## config.mk

```make
export PLATFORM = sky130hd
export DESIGN_NAME = tenv_clkctrl
export DESIGN_NICKNAME = d
export VERILOG_FILES = /design/src/rtl/tenv_clkctrl.sv
export SDC_FILE = /design/constraint.sdc
export NUM_CORES = 1
export LEC_CHECK = 0
export BUFFER_PORTS_ARGS = -buffer_cell sky130_fd_sc_hd__buf_2
export CAP_MARGIN = 20
export CELL_PAD_IN_SITES_DETAIL_PLACEMENT = 0
export CELL_PAD_IN_SITES_GLOBAL_PLACEMENT = 1
export CORE_ASPECT_RATIO = 1.5
export CORE_UTILIZATION = 46
export DETAILED_ROUTE_END_ITERATION = 12
export MAX_ROUTING_LAYER = met4
export PLACE_DENSITY = 0.95
export SLEW_MARGIN = 20
export SYNTH_ARGS = -nofsm -noshare
export SYNTH_HDL_FRONTEND = slang
export SYNTH_SLANG_ARGS = --single-unit
```

## constraint.sdc

```tcl
create_clock -name clk -period 4.6 [get_ports clk]
set_clock_uncertainty 0.1 [all_clocks]
set_input_delay 0.46 -clock clk [delete_from_list [all_inputs] [get_ports clk]]
set_output_delay 0.46 -clock clk [all_outputs]
set_load 0.01 [all_outputs]
```

## src/rtl/tenv_clkctrl.sv

```systemverilog
// -----------------------------------------------------------------------------
// tenv_clkctrl
//
// Command-driven controller for CLOCKS_NUMBER clock-generator channels. Each
// channel has a registered enable, an initial level and a pair of 32-bit
// high/low times. One command is handled at a time through a valid/ready
// handshake, and every command ends with a one-cycle cmd_done pulse. cmd_err
// accompanies cmd_done when the command was rejected.
//
// Changing the times of a running channel is a "live retime":
//   1. The channel is stopped.
//   2. The block waits SETTLE_CYCLES cycles.
//   3. The new times are loaded and the channel is restarted on the same edge.
// As a result, en[ch] is low for exactly SETTLE_CYCLES+1 cycles.
//
// Ports
//   clk        in   block clock, rising edge
//   rst_n      in   asynchronous active-low reset
//   cmd_valid  in   command present
//   cmd_ready  out  high only in IDLE; accept = cmd_valid & cmd_ready
//   cmd_op     in   00 DISABLE, 01 ENABLE, 10 SET_TIMES, 11 SET_INIT
//   cmd_ch     in   target channel
//   cmd_high   in   new high time (SET_TIMES) / bit 0 = init level (SET_INIT)
//   cmd_low    in   new low time (SET_TIMES)
//   cmd_done   out  one-cycle completion pulse
//   cmd_err    out  one-cycle rejection pulse, only together with cmd_done
//   init       out  per-channel initial level
//   en         out  per-channel enable
//   time_high  out  per-channel high time, lane i at [(i+1)*32-1:i*32]
//   time_low   out  per-channel low time, same lane packing
// -----------------------------------------------------------------------------
module tenv_clkctrl #(
  parameter int CLOCKS_NUMBER = 2,
  parameter int SETTLE_CYCLES = 4,
  parameter int DEFAULT_TIME  = 5
) (
  input  logic                         clk,
  input  logic                         rst_n,
  input  logic                         cmd_valid,
  output logic                         cmd_ready,
  input  logic [1:0]                   cmd_op,
  input  logic [7:0]                   cmd_ch,
  input  logic [31:0]                  cmd_high,
  input  logic [31:0]                  cmd_low,
  output logic                         cmd_done,
  output logic                         cmd_err,
  output logic [CLOCKS_NUMBER-1:0]     init,
  output logic [CLOCKS_NUMBER-1:0]     en,
  output logic [CLOCKS_NUMBER*32-1:0]  time_high,
  output logic [CLOCKS_NUMBER*32-1:0]  time_low
);

  typedef enum logic [1:0] {
    OP_DISABLE   = 2'b00,
    OP_ENABLE    = 2'b01,
    OP_SET_TIMES = 2'b10,
    OP_SET_INIT  = 2'b11
  } op_t;

  typedef enum logic [2:0] {
    S_IDLE,
    S_EXEC,
    S_DROP,
    S_SETTLE,
    S_LOAD
  } state_t;

  localparam logic [CLOCKS_NUMBER*32-1:0] LANES_RESET = {CLOCKS_NUMBER{32'(DEFAULT_TIME)}};
  localparam logic [7:0]                  SETTLE_LOAD = 8'(SETTLE_CYCLES - 1);

  state_t                        r_state;
  state_t                        w_next;
  logic                          r_err;
  logic [7:0]                    r_ch;
  logic [31:0]                   r_high;
  logic [31:0]                   r_low;
  logic [7:0]                    r_cnt;
  logic [CLOCKS_NUMBER-1:0]      r_en;
  logic [CLOCKS_NUMBER-1:0]      r_init;
  logic [CLOCKS_NUMBER*32-1:0]   r_time_high;
  logic [CLOCKS_NUMBER*32-1:0]   r_time_low;

  op_t  w_op;
  int   w_ch_idx;
  int   r_ch_idx;
  logic w_ch_ok;
  logic w_ch_en;
  logic w_err;
  logic w_live;
  logic w_accept;
  logic w_load;

  assign w_op     = op_t'(cmd_op);
  assign w_ch_idx = int'({24'd0, cmd_ch});
  assign r_ch_idx = int'({24'd0, r_ch});
  assign w_ch_ok  = (w_ch_idx < CLOCKS_NUMBER);

  // The new times are loaded on the edge that leaves the last SETTLE cycle.
  // That same edge restarts the channel, so cmd_done in the LOAD cycle
  // coincides with the first cycle that en is high again.
  assign w_load = (r_state == S_SETTLE) && (r_cnt == 8'd0);

  // Validation looks at the live cmd_* inputs, because it is evaluated in the
  // accepting cycle itself.
  always_comb begin
    // NOTE: every always_comb output is given a default before any branch, so
    // no path can leave it unassigned and infer a latch.
    w_ch_en = 1'b0;
    for (int i = 0; i < CLOCKS_NUMBER; i++) begin
      if (w_ch_idx == i) w_ch_en = r_en[i];
    end
    w_err  = !w_ch_ok
          || ((w_op == OP_SET_TIMES) && ((cmd_high == 32'd0) || (cmd_low == 32'd0)))
          || ((w_op == OP_SET_INIT) && w_ch_en);
    w_live = !w_err && (w_op == OP_SET_TIMES) && w_ch_en;
  end

  // FSM: state register
  always_ff @(posedge clk or negedge rst_n) begin
    if (!rst_n) begin
      r_state <= S_IDLE;
    end else begin
      r_state <= w_next;
    end
  end

  // FSM: next state and handshake outputs
  always_comb begin
    w_next    = r_state;
    w_accept  = 1'b0;
    cmd_ready = 1'b0;
    cmd_done  = 1'b0;
    cmd_err   = 1'b0;
    unique case (r_state)
      S_IDLE: begin
        cmd_ready = 1'b1;
        if (cmd_valid) begin
          w_accept = 1'b1;
          w_next   = w_live ? S_DROP : S_EXEC;
        end
      end
      S_EXEC: begin
        cmd_done = 1'b1;
        cmd_err  = r_err;
        w_next   = S_IDLE;
      end
      S_DROP:   w_next = S_SETTLE;
      S_SETTLE: if (r_cnt == 8'd0) w_next = S_LOAD;
      S_LOAD: begin
        cmd_done = 1'b1;
        w_next   = S_IDLE;
      end
      default:  w_next = S_IDLE;
    endcase
  end

  // Datapath: command latch, settle counter, per-channel outputs.
  always_ff @(posedge clk or negedge rst_n) begin
    // NOTE: the lane registers are ordinary flops and not a RAM, so all of
    // them take DEFAULT_TIME in the reset branch.
    if (!rst_n) begin
      r_err       <= 1'b0;
      r_ch        <= 8'd0;
      r_high      <= 32'd0;
      r_low       <= 32'd0;
      r_cnt       <= 8'd0;
      r_en        <= '0;
      r_init      <= '0;
      r_time_high <= LANES_RESET;
      r_time_low  <= LANES_RESET;
    end else begin
      // NOTE: state is updated with non-blocking assignments. Every read in
      // this block therefore sees the pre-edge value, whatever the
      // statement order.
      if (w_accept) begin
        r_err  <= w_err;
        r_ch   <= cmd_ch;
        r_high <= cmd_high;
        r_low  <= cmd_low;
      end

      // The counter is reloaded while in DROP, so each SETTLE entry starts
      // fresh. It then counts down and holds at zero instead of wrapping.
      if (r_state == S_DROP) begin
        r_cnt <= SETTLE_LOAD;
      end else if ((r_state == S_SETTLE) && (r_cnt != 8'd0)) begin
        r_cnt <= r_cnt - 8'd1;
      end

      for (int i = 0; i < CLOCKS_NUMBER; i++) begin
        if (w_accept && !w_err && (w_ch_idx == i)) begin
          unique case (w_op)
            OP_DISABLE: r_en[i] <= 1'b0;
            OP_ENABLE:  r_en[i] <= 1'b1;
            OP_SET_INIT: r_init[i] <= cmd_high[0];
            OP_SET_TIMES: begin
              if (w_ch_en) begin
                r_en[i] <= 1'b0;                  // live retime: stop first
              end else begin
                r_time_high[i*32 +: 32] <= cmd_high;
                r_time_low[i*32 +: 32]  <= cmd_low;
              end
            end
            default: ;
          endcase
        end
        if (w_load && (r_ch_idx == i)) begin
          r_time_high[i*32 +: 32] <= r_high;
          r_time_low[i*32 +: 32]  <= r_low;
          r_en[i]                 <= 1'b1;
        end
      end
    end
  end

  assign en        = r_en;
  assign init      = r_init;
  assign time_high = r_time_high;
  assign time_low  = r_time_low;

endmodule

```

# Yosys cells after proc, flatten, opt, wreduce, memory -nomap -nowiden
# Cells that the tools add are included.
# word_totals
ff_bits	216
input_bits	77
output_inout_bits	135
wordCells	101
# op_classes
addsub	1
n_lt_le_gt_ge	1
eq_ne	15
mux	31
n_reduce_logical	39
# op_table
operator	count
2-to-1 mux 32 bit	12
zero test 32 bit	4
== test 8 x 2 -> 1 bit, second input constant	2
2-to-1 mux 8 bit	2
2-to-1 mux 1 bit	12
AND reduction 3 bit	4
logical AND 1 bit	11
nonzero test 2 bit	5
case mux 3 bit (3 select lines)	1
zero test 8 bit	1
< comparator 8 x 2 -> 1 bit, second input constant	1
nonzero test 4 bit	2
nonzero test 8 bit	1
subtractor 8 x 1 -> 8 bit, second input constant	1
== test 3 x 2 -> 1 bit, second input constant	2
2-to-1 mux 3 bit	2
inequality test 2 x 1 -> 1 bit, second input constant	3
inequality test 3 x 2 -> 1 bit, second input constant	2
AND reduction 2 bit	3
== test 2 bit, second input constant	2
== test 3 x 1 -> 1 bit, second input constant	1
== test 3 bit, second input constant	1
zero test 3 bit	1
logical OR 1 bit	3
other kinds (7)	8

# Longest topological paths before layout
# Gate-level depths: netlist of the first run.
# depth
depth_word	11
depth_mapped	9
mapped_depth_nobuf	7

# Worst setup path after synthesis of the first run
# No wires, ideal clock.
# synth_timing
kind	register -> register
startpoint	register r_cnt[0]
endpoint	register r_time_high[33], in the netlist time_high[33]
setup_time_ps	126
t_arrival_ps	1888
t_required_ps	4374
slack_ps	2486
stages_incl_launch_ff	10
n_path_buf	2
synth_period_minus_slack_ps	2114
path_cell_list	dfrtp_1 inv_1 ha_1 or3b_2 nor3_4 nand3_1 buf_2 clkbuf_1 nor2_1 a21oi_1
# synth_via
elab_chain_len	5
elab_cells_between_ends	8
cone_classes	1 x eq/ne; 1 x mux; 6 x reduce/logical
# synth_lines
item	line	source
start, declared	77	logic [7:0] r_cnt;
start signal, assigned	187	r_cnt <= r_cnt - 8'd1;
zero test 8 bit *	101	assign w_load = (r_state == S_SETTLE) && (r_cnt == 8'd0);
logical AND 1 bit *	101	
logical AND 1 bit *	207	if (w_load && (r_ch_idx == i)) begin
inequality test 2 x 1 -> 1 bit (no line) or nonzero test 2 bit (tied branches)	--	
AND reduction 3 bit (no line)	--	
end signal, assigned by index	200	r_time_high[i*32 +: 32] <= cmd_high;
end signal, assigned by index	208	r_time_high[i*32 +: 32] <= r_high;
end, declared	80	logic [CLOCKS_NUMBER*32-1:0] r_time_high;
# Mark *: on every way between the ends. The rest lies on a longest branch, timed or not.
# A chain may end at the register's enable or synchronous reset.

# Worst setup path after layout of the first run
# layout_timing
startpoint	register r_cnt[0]
endpoint	register r_time_high[59], in the netlist time_high[59]
# The elaborated chain is that of the path after synthesis.

==> out/qor.csv, run 1 <==
metric;value;unit
total congestion overflow;0;
Yosys warnings;0;
hold_ws;0.0654;ns
die area;0.0245;sq mm
Routed WL;34700;um
WL/cell;21.1;um
RSZ-0062 raised after global routing;no;
r2r startpoint;r_cnt[0];
worst reg2reg endpoint;time_high[59];
Core Rows;68;
Die Span Y;191;um
status;completed;
sequential area share after synthesis;49.2;%
cells after synthesis;1174;
startpoint types;flop;
layout cells sized above 1;27.1;%
# DRC;0;
critical path type;flop to flop;
WHS Endpoint;r_ch[1];
total negative slack;0;ns
vias in the first global route;10000;
Vias;10000;
final cell utilization of the core;55.4;%
most frequent cells in the layout;buf_2, dfrtp_1, nor2_1;
#FFs+latches synth;216;
peak supply drop;317;uV
total track usage;29.1;%
slew margin rel.;28.7;%
minimum clock period;3.12;ns
CTS max path bufs;3;
TritonCTS clock tree;built;
top cells by area, synth;dfrtp_1, nor3b_1, a31oi_1;
hold-critical path depth;3;
post-synth top area share;47.3;%
port buffer count;211;
Most used DFF post-synth;dfrtp_1;
H-Tree Depth;1;
core box area;0.0232;sq mm
fin nets;1384;
Top Ports;212;
leakage;5.72;nW
Max Clk Rate;320;MHz
Final Hold Viols;0;
vias per cell;6.13;
starting density of the core;47.3;%
final slew viol count;0;
CTS buffer count;22;
post-route ant nets;0;
worst hold path class;input pin to flop;
GPL Wtd Cong;0.812;
synthesized cell area;0.0110;sq mm
total power;4.18;mW
Area Growth Syn to Fin;17.1;%
TritonCTS Sinks;216;
Final Setup Violations;0;
Tcrit/Tclk final;67.9;%
Post-synth EDFFs;0;
CP required;4.93;ns
Die X;128;um
Avg Inst Size Synth;9.37;sq um
Crit Path Max Fanout;30;
PwrDens;325;mW/mm^2
R2R Setup Slk;1.48;ns
initial antenna violation count;3;
largest net degree at the start of global routing;106;
count of cell types in the netlist;48;
Net Count, Synth;1253;
first-pass GRT wire length;54800;um
Initial DRC Count;801;
Setup crit end kind;flop;
dominant cell type by area after synthesis;dfrtp_1;
clk root buf;clkbuf_16;
DP HPWL;20000;um
router iterations before antenna repair;5;
Worst R2R Path Depth;8;
commonest non-fill, non-tap cell in the layout;buf_2;
crit path DAT;3.45;ns
Skew-Pair Late Insertion Delay;0.50;ns
Worst-path clk slew;0.06;ns
Async SR Flop Fraction;100;%
max-cap violations;0;
worst slew pin tran;1.07;ns
Hold Startpoint;cmd_ch[1];
flip-flops by register name, indices dropped and copies added (netlist names):
| signal | flops |
|---|---|
| time_high | 64 |
| time_low | 64 |
| r_high | 32 |
| r_low | 32 |
| r_ch | 8 |
| r_cnt | 8 |
| r_state | 3 |
| en | 2 |
| init | 2 |
| r_err | 1 |
metal layers:
layer  up-vias  routed length, um  GRT usage (%)
met5         -                  0              -
met4         0               1180           11.9
met3        71               2430           3.50
met2       475              17800           48.4
met1      4986              13300           35.6
li1       4514                  -              -
synthesized netlist by cell type (all sizes together) (4+ instances only):
| library cell | number |
|---|---|
| a31oi | 121 |
| o31a | 7 |
| dfstp | 8 |
| xnor2 | 5 |
| nand3 | 4 |
| inv | 10 |
| buf | 29 |
| nor3 | 11 |
| dfrtp | 208 |
| nor4 | 21 |
| nand2b | 4 |
| nor3b | 114 |
| nand4 | 4 |
| nand2 | 31 |
| clkbuf | 95 |
| mux2 | 66 |
| o21ai | 131 |
| a21oi | 130 |
| nor2 | 143 |
cells by family after synthesis:
family,Yosys count,synth area share [%]
DFF,216,49.2
muxes,67,6.85
adders and majority gates,2,0.228
and+or+nand+nor,346,17.3
AOI/OAI and AO/OA,401,20.3
buffers and inverters,134,5.44
xor gates and xnor gates,8,0.637
power by group:
group	leakage (nW)	switching (mW)	internal, mW	total, mW
combinational	2.59	0.179	0.137	0.316
clock	0.360	0.752	1.04	1.79
sequential	2.77	0.0777	2.00	2.08
total	5.72	1.01	3.17	4.18
worst max-delay path by stage:
stage                start            end  slack (ns)  cells past startpoint
2_1_floorplan     r_cnt[0]  time_high[33]        2.49                      9
3_3_place_gp   cmd_high[5]   time_low[46]        1.52                      7
3_5_place_dp     cmd_ch[5]    time_low[9]        1.44                      7
4_1_cts           r_cnt[0]  time_high[51]        1.47                      8
5_1_grt           r_cnt[0]  time_high[46]        1.27                      8
6_report          r_cnt[0]  time_high[59]        1.48                      8
final cells by class:
class	instances	area [sq um]
fill	2146	10400
clock inverter	8	68.8
multi-input combinational	824	5060
antenna	3	7.51
timing repair buffer	231	1240
tap	315	394
sequential	216	5420
clock buffer	32	649
inverter	10	37.5
critical path, stage by stage (launching register included):
cell     delay (ns)
dfrtp_1        0.41
inv_1          0.10
ha_1           0.14
or3b_2         0.49
nor3_4         0.28
and3_2         0.76
buf_4          0.47
a31oi_1        0.09
a21oi_1        0.18
per-stage QoR:
step                      cell area, sq um  setup WS (ns)  std cells
after floorplan                      11000           2.49       1174
after global placement               12100           1.52       1594
after detailed placement             12100           1.44       1594
after CTS                            12800           1.47       1635
after global routing                 12900           1.27       1639
final                                12900           1.48       1639
what timing repair did:
action / 4_1_cts / 5_1_grt
hold endpoints to repair: 99 / 0
gates resized for setup: 0 / 0
hold buffers: 1 / 0
buffers inserted: 0 / 0
No activity file was read; power rests on OpenSTA's default activity.
==> run 2: changes to the inputs <==
--- a/config.mk
+++ b/config.mk
@@ -10,10 +10,10 @@
 export CELL_PAD_IN_SITES_DETAIL_PLACEMENT = 0
 export CELL_PAD_IN_SITES_GLOBAL_PLACEMENT = 1
 export CORE_ASPECT_RATIO = 1.5
-export CORE_UTILIZATION = 46
+export CORE_UTILIZATION = 42
 export DETAILED_ROUTE_END_ITERATION = 12
 export MAX_ROUTING_LAYER = met4
-export PLACE_DENSITY = 0.95
+export PLACE_DENSITY = 0.89
 export SLEW_MARGIN = 20
 export SYNTH_ARGS = -nofsm -noshare
 export SYNTH_HDL_FRONTEND = slang
==> constraint.sdc (replaced) <==
create_clock -name clk -period 2.9 [get_ports clk]
set_clock_uncertainty 0.1 [all_clocks]
set_input_delay 0.29 -clock clk [delete_from_list [all_inputs] [get_ports clk]]
set_output_delay 0.29 -clock clk [all_outputs]
set_load 0.01 [all_outputs]
==> out/qor.csv, run 2 (synthesis results as in run 1) <==
metric;value;unit;change
hold-critical path depth;2;;was 3
fin nets;1471;;was 1384
Vias;10600;;was 10000
Die X;134;um;was 128 um
r2r startpoint;r_state[2];;was r_cnt[0]
clk root buf;clkbuf_16;;unchanged
CTS buffer count;22;;unchanged
router iterations before antenna repair;5;;unchanged
Max Clk Rate;359;MHz;
CTS max path bufs;3;;unchanged
largest net degree at the start of global routing;77;;was 106
slew margin rel.;49.2;%;was 28.7%
startpoint types;input pin;;was flop
first-pass GRT wire length;58500;um;was 54800 um
hold_ws;0.0290;ns;was 0.0654 ns
Crit Path Max Fanout;42;;was 30
Worst R2R Path Depth;6;;was 8
port buffer count;211;;unchanged
worst reg2reg endpoint;time_low[60];;was time_high[59]
vias in the first global route;10700;;was 10000
Final Setup Violations;0;;unchanged
Setup WS pre-CTS;0.225;ns;was 1.44 ns
Area Growth Syn to Fin;25.2;%;was 17.1%
post-placement cell count;1632;;was 1594
max-cap violations;0;;unchanged
Final Hold Viols;0;;unchanged
leakage;6.09;nW;was 5.72 nW
total power;6.59;mW;was 4.18 mW
sequential power share;50.0;%;was 49.6%
Int Power;4.98;mW;was 3.17 mW
DP HPWL;22400;um;was 20000 um
critical path type;input pin to flop;;was flop to flop
worst slew pin tran;0.762;ns;was 1.07 ns
crit path DAT;3.05;ns;was 3.45 ns
core box area;0.0258;sq mm;was 0.0232 sq mm
Clk pwr share;41.1;%;was 42.8%
commonest non-fill, non-tap cell in the layout;buf_2;;unchanged
Top Ports;212;;unchanged
TritonCTS Sinks;216;;unchanged
CP required;3.17;ns;was 4.93 ns
Worst-path clk slew;0.06;ns;about the same
Tcrit/Tclk final;96.0;%;
most frequent cells in the layout;buf_2, dfrtp_1, nor2_1;;unchanged
total track usage;28.1;%;was 29.1%
P_sw;1.61;mW;was 1.01 mW
initial antenna violation count;1;;was 3
final instance area;0.0138;sq mm;was 0.0129 sq mm
Post-DP Area;0.0124;sq mm;was 0.0121 sq mm
worst hold path class;input pin to flop;;unchanged
final slew viol count;0;;unchanged
R2R Setup Slk;0.45;ns;was 1.48 ns
worst setup margin;0.117;ns;was 1.48 ns
post-route ant nets;0;;unchanged
vias per cell;6.06;;was 6.13
Skew-Pair Late Insertion Delay;0.50;ns;about the same
die area;0.0268;sq mm;was 0.0245 sq mm
Comb pwr share;9.0;%;was 7.6%
layout cells sized above 1;26.2;%;was 27.1%
TritonCTS clock tree;built;;unchanged
Sw Share;24.4;%;was 24.1%
Fill cells;2369;;was 2146
GPL Wtd Cong;0.825;;was 0.812
Die Span Y;200;um;was 191 um
Post-CTS Setup Repair Bufs;0;;unchanged
Final Non-Filler Cells;1742;;was 1639
total negative slack;0;ns;unchanged
Setup crit end kind;flop;;unchanged
final cell utilization of the core;53.4;%;was 55.4%
PwrDens;479;mW/mm^2;was 325 mW/mm^2
minimum clock period;2.78;ns;
WHS Endpoint;r_low[31];;was r_ch[1]
WL/cell;21.1;um;about the same
# DRC;0;;unchanged
Hold Startpoint;cmd_low[31];;was cmd_ch[1]
status;completed;;unchanged
peak supply drop;377;uV;was 317 uV
H-Tree Depth;1;;unchanged
Routed WL;36800;um;was 34700 um
Core Rows;72;;was 68
Initial DRC Count;920;;was 801
total congestion overflow;0;;unchanged
RSZ-0062 raised after global routing;no;;unchanged
starting density of the core;42.7;%;was 47.3%
[run 2: changes by cell type in the layout (fill, tap and decap cells not counted), moves of 2 or more]
cell	before	now
clkinv_2	6	2
dlygate4sd3_1	1	69
clkbuf_1	5	12
clkbuf_8	4	2
buf_12	0	10
diode_2	3	1
buf_4	18	28
[run 2: layer usage]
metal / up-vias / track usage, % / share of wire [%]
met5: - / - / 0
met3: 111 / 3.42 / 6.2
met4: 0 / 14.8 / 5.2
li1: 4687 / - / -
met1: 5278 / 33.8 / 39
met2: 489 / 45.9 / 49
[run 2: worst max-delay path by stage]
stage | cells past startpoint | endpoint | from
floorplan | 9 | time_high[33] | r_cnt[0]
global placement | 7 | time_high[7] | cmd_low[23]
detailed placement | 7 | time_high[8] | cmd_low[23]
CTS | 8 | time_high[5] | cmd_low[23]
global route | 8 | time_low[60] | cmd_low[23]
finish | 8 | time_low[29] | cmd_low[23]
[run 2: cell type report]
type | count | area (sq um) | share of cell area [%]
sequential | 216 | 5420 | 39.4
multi-input combinational | 824 | 5060 | 36.7
timing repair buffer | 318 | 2170 | 15.7
clock buffer | 37 | 648 | 4.71
tap | 333 | 417 | 3.03
inverter | 10 | 37.5 | 0.273
clock inverter | 3 | 17.5 | 0.127
antenna | 1 | 2.50 | 0.0182
[run 2: power by group through the flow]
stage	logic [mW]	registers [mW]	clock network, mW
6_report	0.592	3.29	2.70
5_1_grt	0.643	3.31	2.86
4_1_cts	0.592	3.29	2.75
3_5_place_dp	0.519	3.34	0
3_3_place_gp	0.512	3.33	0
2_1_floorplan	0.272	3.31	0
[run 2: worst max-delay path, stage by stage]
cell,delay (ns)
dlygate4sd3_1,0.53
buf_2,0.16
nor4_1,0.46
nand4_1,0.44
o22a_4,0.56
buf_4,0.31
a31oi_1,0.17
a21oi_1,0.10
[run 2: repair_timing]
item                                    4_1_cts  5_1_grt
endpoints found under the setup margin        0        0
gates resized for setup                       0        0
endpoints found under the hold margin       135        0
hold buffers                                 69        0
==> run 3: changes to the inputs <==
--- a/config.mk
+++ b/config.mk
@@ -5,15 +5,16 @@
 export SDC_FILE = /design/constraint.sdc
 export NUM_CORES = 1
 export LEC_CHECK = 0
-export BUFFER_PORTS_ARGS = -buffer_cell sky130_fd_sc_hd__buf_2
 export CAP_MARGIN = 20
 export CELL_PAD_IN_SITES_DETAIL_PLACEMENT = 0
 export CELL_PAD_IN_SITES_GLOBAL_PLACEMENT = 1
 export CORE_ASPECT_RATIO = 1.5
-export CORE_UTILIZATION = 42
+export CORE_UTILIZATION = 49
 export DETAILED_ROUTE_END_ITERATION = 12
+export DONT_BUFFER_PORTS = 1
 export MAX_ROUTING_LAYER = met4
 export PLACE_DENSITY = 0.89
+export SETUP_SLACK_MARGIN = 0.5
 export SLEW_MARGIN = 20
 export SYNTH_ARGS = -nofsm -noshare
 export SYNTH_HDL_FRONTEND = slang
==> out/qor.csv, run 3 (synthesis results as in run 1) <==
metric;value;unit;change
status;finished with violations;;was completed
failing checks;hold timing;;
Int Power;5.24;mW;was 4.98 mW
worst slew pin tran;0.869;ns;was 0.762 ns
port buffer count;0;;was 211
TritonCTS Sinks;216;;unchanged
post-route ant nets;0;;unchanged
commonest non-fill, non-tap cell in the layout;dfrtp_1;;was buf_2
Sw Share;22.6;%;was 24.4%
slew margin rel.;42.1;%;was 49.2%
Tcrit/Tclk final;78.1;%;was 96.0%
Die Span Y;185;um;was 200 um
total track usage;30.7;%;was 28.1%
TritonCTS clock tree;built;;unchanged
largest net degree at the start of global routing;217;;was 77
WP depth;8;;unchanged
Final Setup Violations;0;;unchanged
WL/cell;25.4;um;was 21.1 um
most frequent CP cell;buf_6;;
total congestion overflow;0;;unchanged
Worst-path clk slew;0.06;ns;about the same
CP Capture Point;time_low[10];;was time_low[29]
sequential power share;48.7;%;was 50.0%
Max stage delay on crit path;0.59;ns;was 0.56 ns
Area Growth Syn to Fin;18.6;%;was 25.2%
leakage;5.28;nW;was 6.09 nW
core box area;0.0219;sq mm;was 0.0258 sq mm
Routed WL;37700;um;was 36800 um
starting density of the core;50.2;%;was 42.7%
final slew viol count;0;;unchanged
Final Hold Viols;216;;was 0
Core Rows;66;;was 72
Die X;124;um;was 134 um
fin nets;1276;;was 1471
Antenna Cells;0;;was 1
RSZ-0062 raised after global routing;no;;unchanged
router iterations before antenna repair;5;;unchanged
# DRC;0;;unchanged
crit path DAT;2.55;ns;was 3.05 ns
Top Ports;212;;unchanged
final cell utilization of the core;59.6;%;was 53.4%
Skew-Pair Late Insertion Delay;0.50;ns;about the same
worst setup margin;0.634;ns;was 0.117 ns
minimum clock period;2.27;ns;was 2.78 ns
worst reg2reg endpoint;time_low[10];;was time_low[60]
most frequent cells in the layout;dfrtp_1, nor2_1, o21ai_0;;was buf_2, dfrtp_1, nor2_1
hold_ws;-0.616;ns;was 0.0290 ns
Max Clk Rate;441;MHz;was 359 MHz
crit path buf inv count;3;;unchanged
startpoint types;flop;;was input pin
GPL Wtd Cong;0.786;;was 0.825
vias per cell;6.64;;was 6.06
P_sw;1.53;mW;was 1.61 mW
Setup WS pre-CTS;0.397;ns;was 0.225 ns
R2R Setup Slk;0.63;ns;was 0.45 ns
Setup crit end kind;flop;;unchanged
critical path type;flop to flop;;was input pin to flop
die area;0.0231;sq mm;was 0.0268 sq mm
DP HPWL;19100;um;was 22400 um
Worst R2R Path Depth;8;;was 6
vias in the first global route;9619;;was 10700
CP top delay family;simple AND/OR/NAND/NOR gates;;was buffers and inverters
max-cap violations;0;;unchanged
Initial DRC Count;948;;was 920
PwrDens;519;mW/mm^2;was 479 mW/mm^2
Comb pwr share;6.8;%;was 9.0%
CTS Hold Buffers Added;78;;was 69
CTS max path bufs;3;;unchanged
total negative slack;0;ns;unchanged
layout cells sized above 1;14.3;%;was 26.2%
CP required;3.18;ns;was 3.17 ns
first-pass GRT wire length;54800;um;was 58500 um
Critical Path Source;r_cnt[2];;was cmd_low[23]
Clk pwr share;44.6;%;was 41.1%
initial antenna violation count;0;;was 1
Vias;9866;;was 10600
peak supply drop;540;uV;was 377 uV
worst hold path class;input pin to asynchronous set/reset pin;;was input pin to flop
critical path's slowest cell;or4_4;;was o22a_4
CTS buffer count;22;;unchanged
H-Tree Depth;1;;unchanged
r2r startpoint;r_cnt[2];;was r_state[2]
clk root buf;clkbuf_16;;unchanged
crit-path cells;or4_4, nor3_4, buf_6, nand3_4, buf_12, buf_6, nor2_1, a21oi_1;;was dlygate4sd3_1, buf_2, nor4_1, nand4_1, o22a_4, buf_4, a31oi_1, a21oi_1
Crit Path Max Fanout;18;;was 42
-- run 3: changes by cell type in the layout (fill, tap and decap cells not counted), moves of 2 or more --
| cell | before | now |
|---|---|---|
| and3_4 | 0 | 2 |
| clkbuf_8 | 2 | 7 |
| buf_6 | 0 | 4 |
| bufinv_16 | 0 | 2 |
| buf_4 | 28 | 23 |
| clkbuf_1 | 12 | 4 |
| clkbuf_16 | 23 | 29 |
| buf_16 | 0 | 3 |
| and3_2 | 2 | 0 |
| buf_2 | 210 | 0 |
| dlygate4sd3_1 | 69 | 78 |
-- run 3: how the worst min path moves through the flow --
stage | end | slack, ns | from
6_report | time_high[20] | -0.62 | rst_n
4_1_cts | r_ch[1] | -0.63 | rst_n
5_1_grt | time_high[19] | -0.64 | rst_n
2_1_floorplan | en[0] | -0.11 | rst_n
3_3_place_gp | time_high[20] | -0.10 | rst_n
3_5_place_dp | time_high[20] | -0.10 | rst_n
-- run 3: power groups by stage --
stage / registers, mW / clock network (mW) / logic [mW]
floorplan: 3.31 / 0 / 0.272
global placement: 3.33 / 0 / 0.333
detailed placement: 3.34 / 0 / 0.343
CTS: 3.29 / 3.05 / 0.443
global route: 3.31 / 3.17 / 0.485
finish: 3.29 / 3.01 / 0.459
-- run 3: cell type report --
cell class / count / area, sq um
Multi-Input combinational cell: 824 / 5070
Clock inverter: 6 / 82.6
Inverter: 10 / 37.5
Tap cell: 272 / 340
Fill cell: 1823 / 8840
Clock buffer: 34 / 687
Sequential cell: 216 / 5420
Timing Repair Buffer: 123 / 1410
-- run 3: per-stage QoR --
stage / instance area [sq um] / total power [mW] / cells
floorplan: 11000 / 3.58 / 1174
global placement: 11200 / 3.67 / 1351
detailed placement: 11200 / 3.68 / 1351
CTS: 12800 / 6.78 / 1472
global route: 13000 / 6.96 / 1485
finish: 13000 / 6.77 / 1485
-- run 3: timing repair --
action / CTS / global route
gates resized for setup: 1 / 6
endpoints found under the hold margin: 302 / 216
gates cloned: 1 / 9
setup endpoints to repair: 121 / 130
pin swaps: 2 / 2
buffers inserted: 2 / 4
-- run 3: metal layers --
metal | routed length [um] | vias to the layer above | share of wire [%] | track usage [%]
li1 | - | 4299 | - | -
met1 | 14000 | 4873 | 37 | 36.9
met2 | 18500 | 590 | 49 | 50.7
met3 | 3600 | 104 | 9.5 | 6.50
met5 | 0 | - | 0 | -
met4 | 1590 | 0 | 4.2 | 11.8
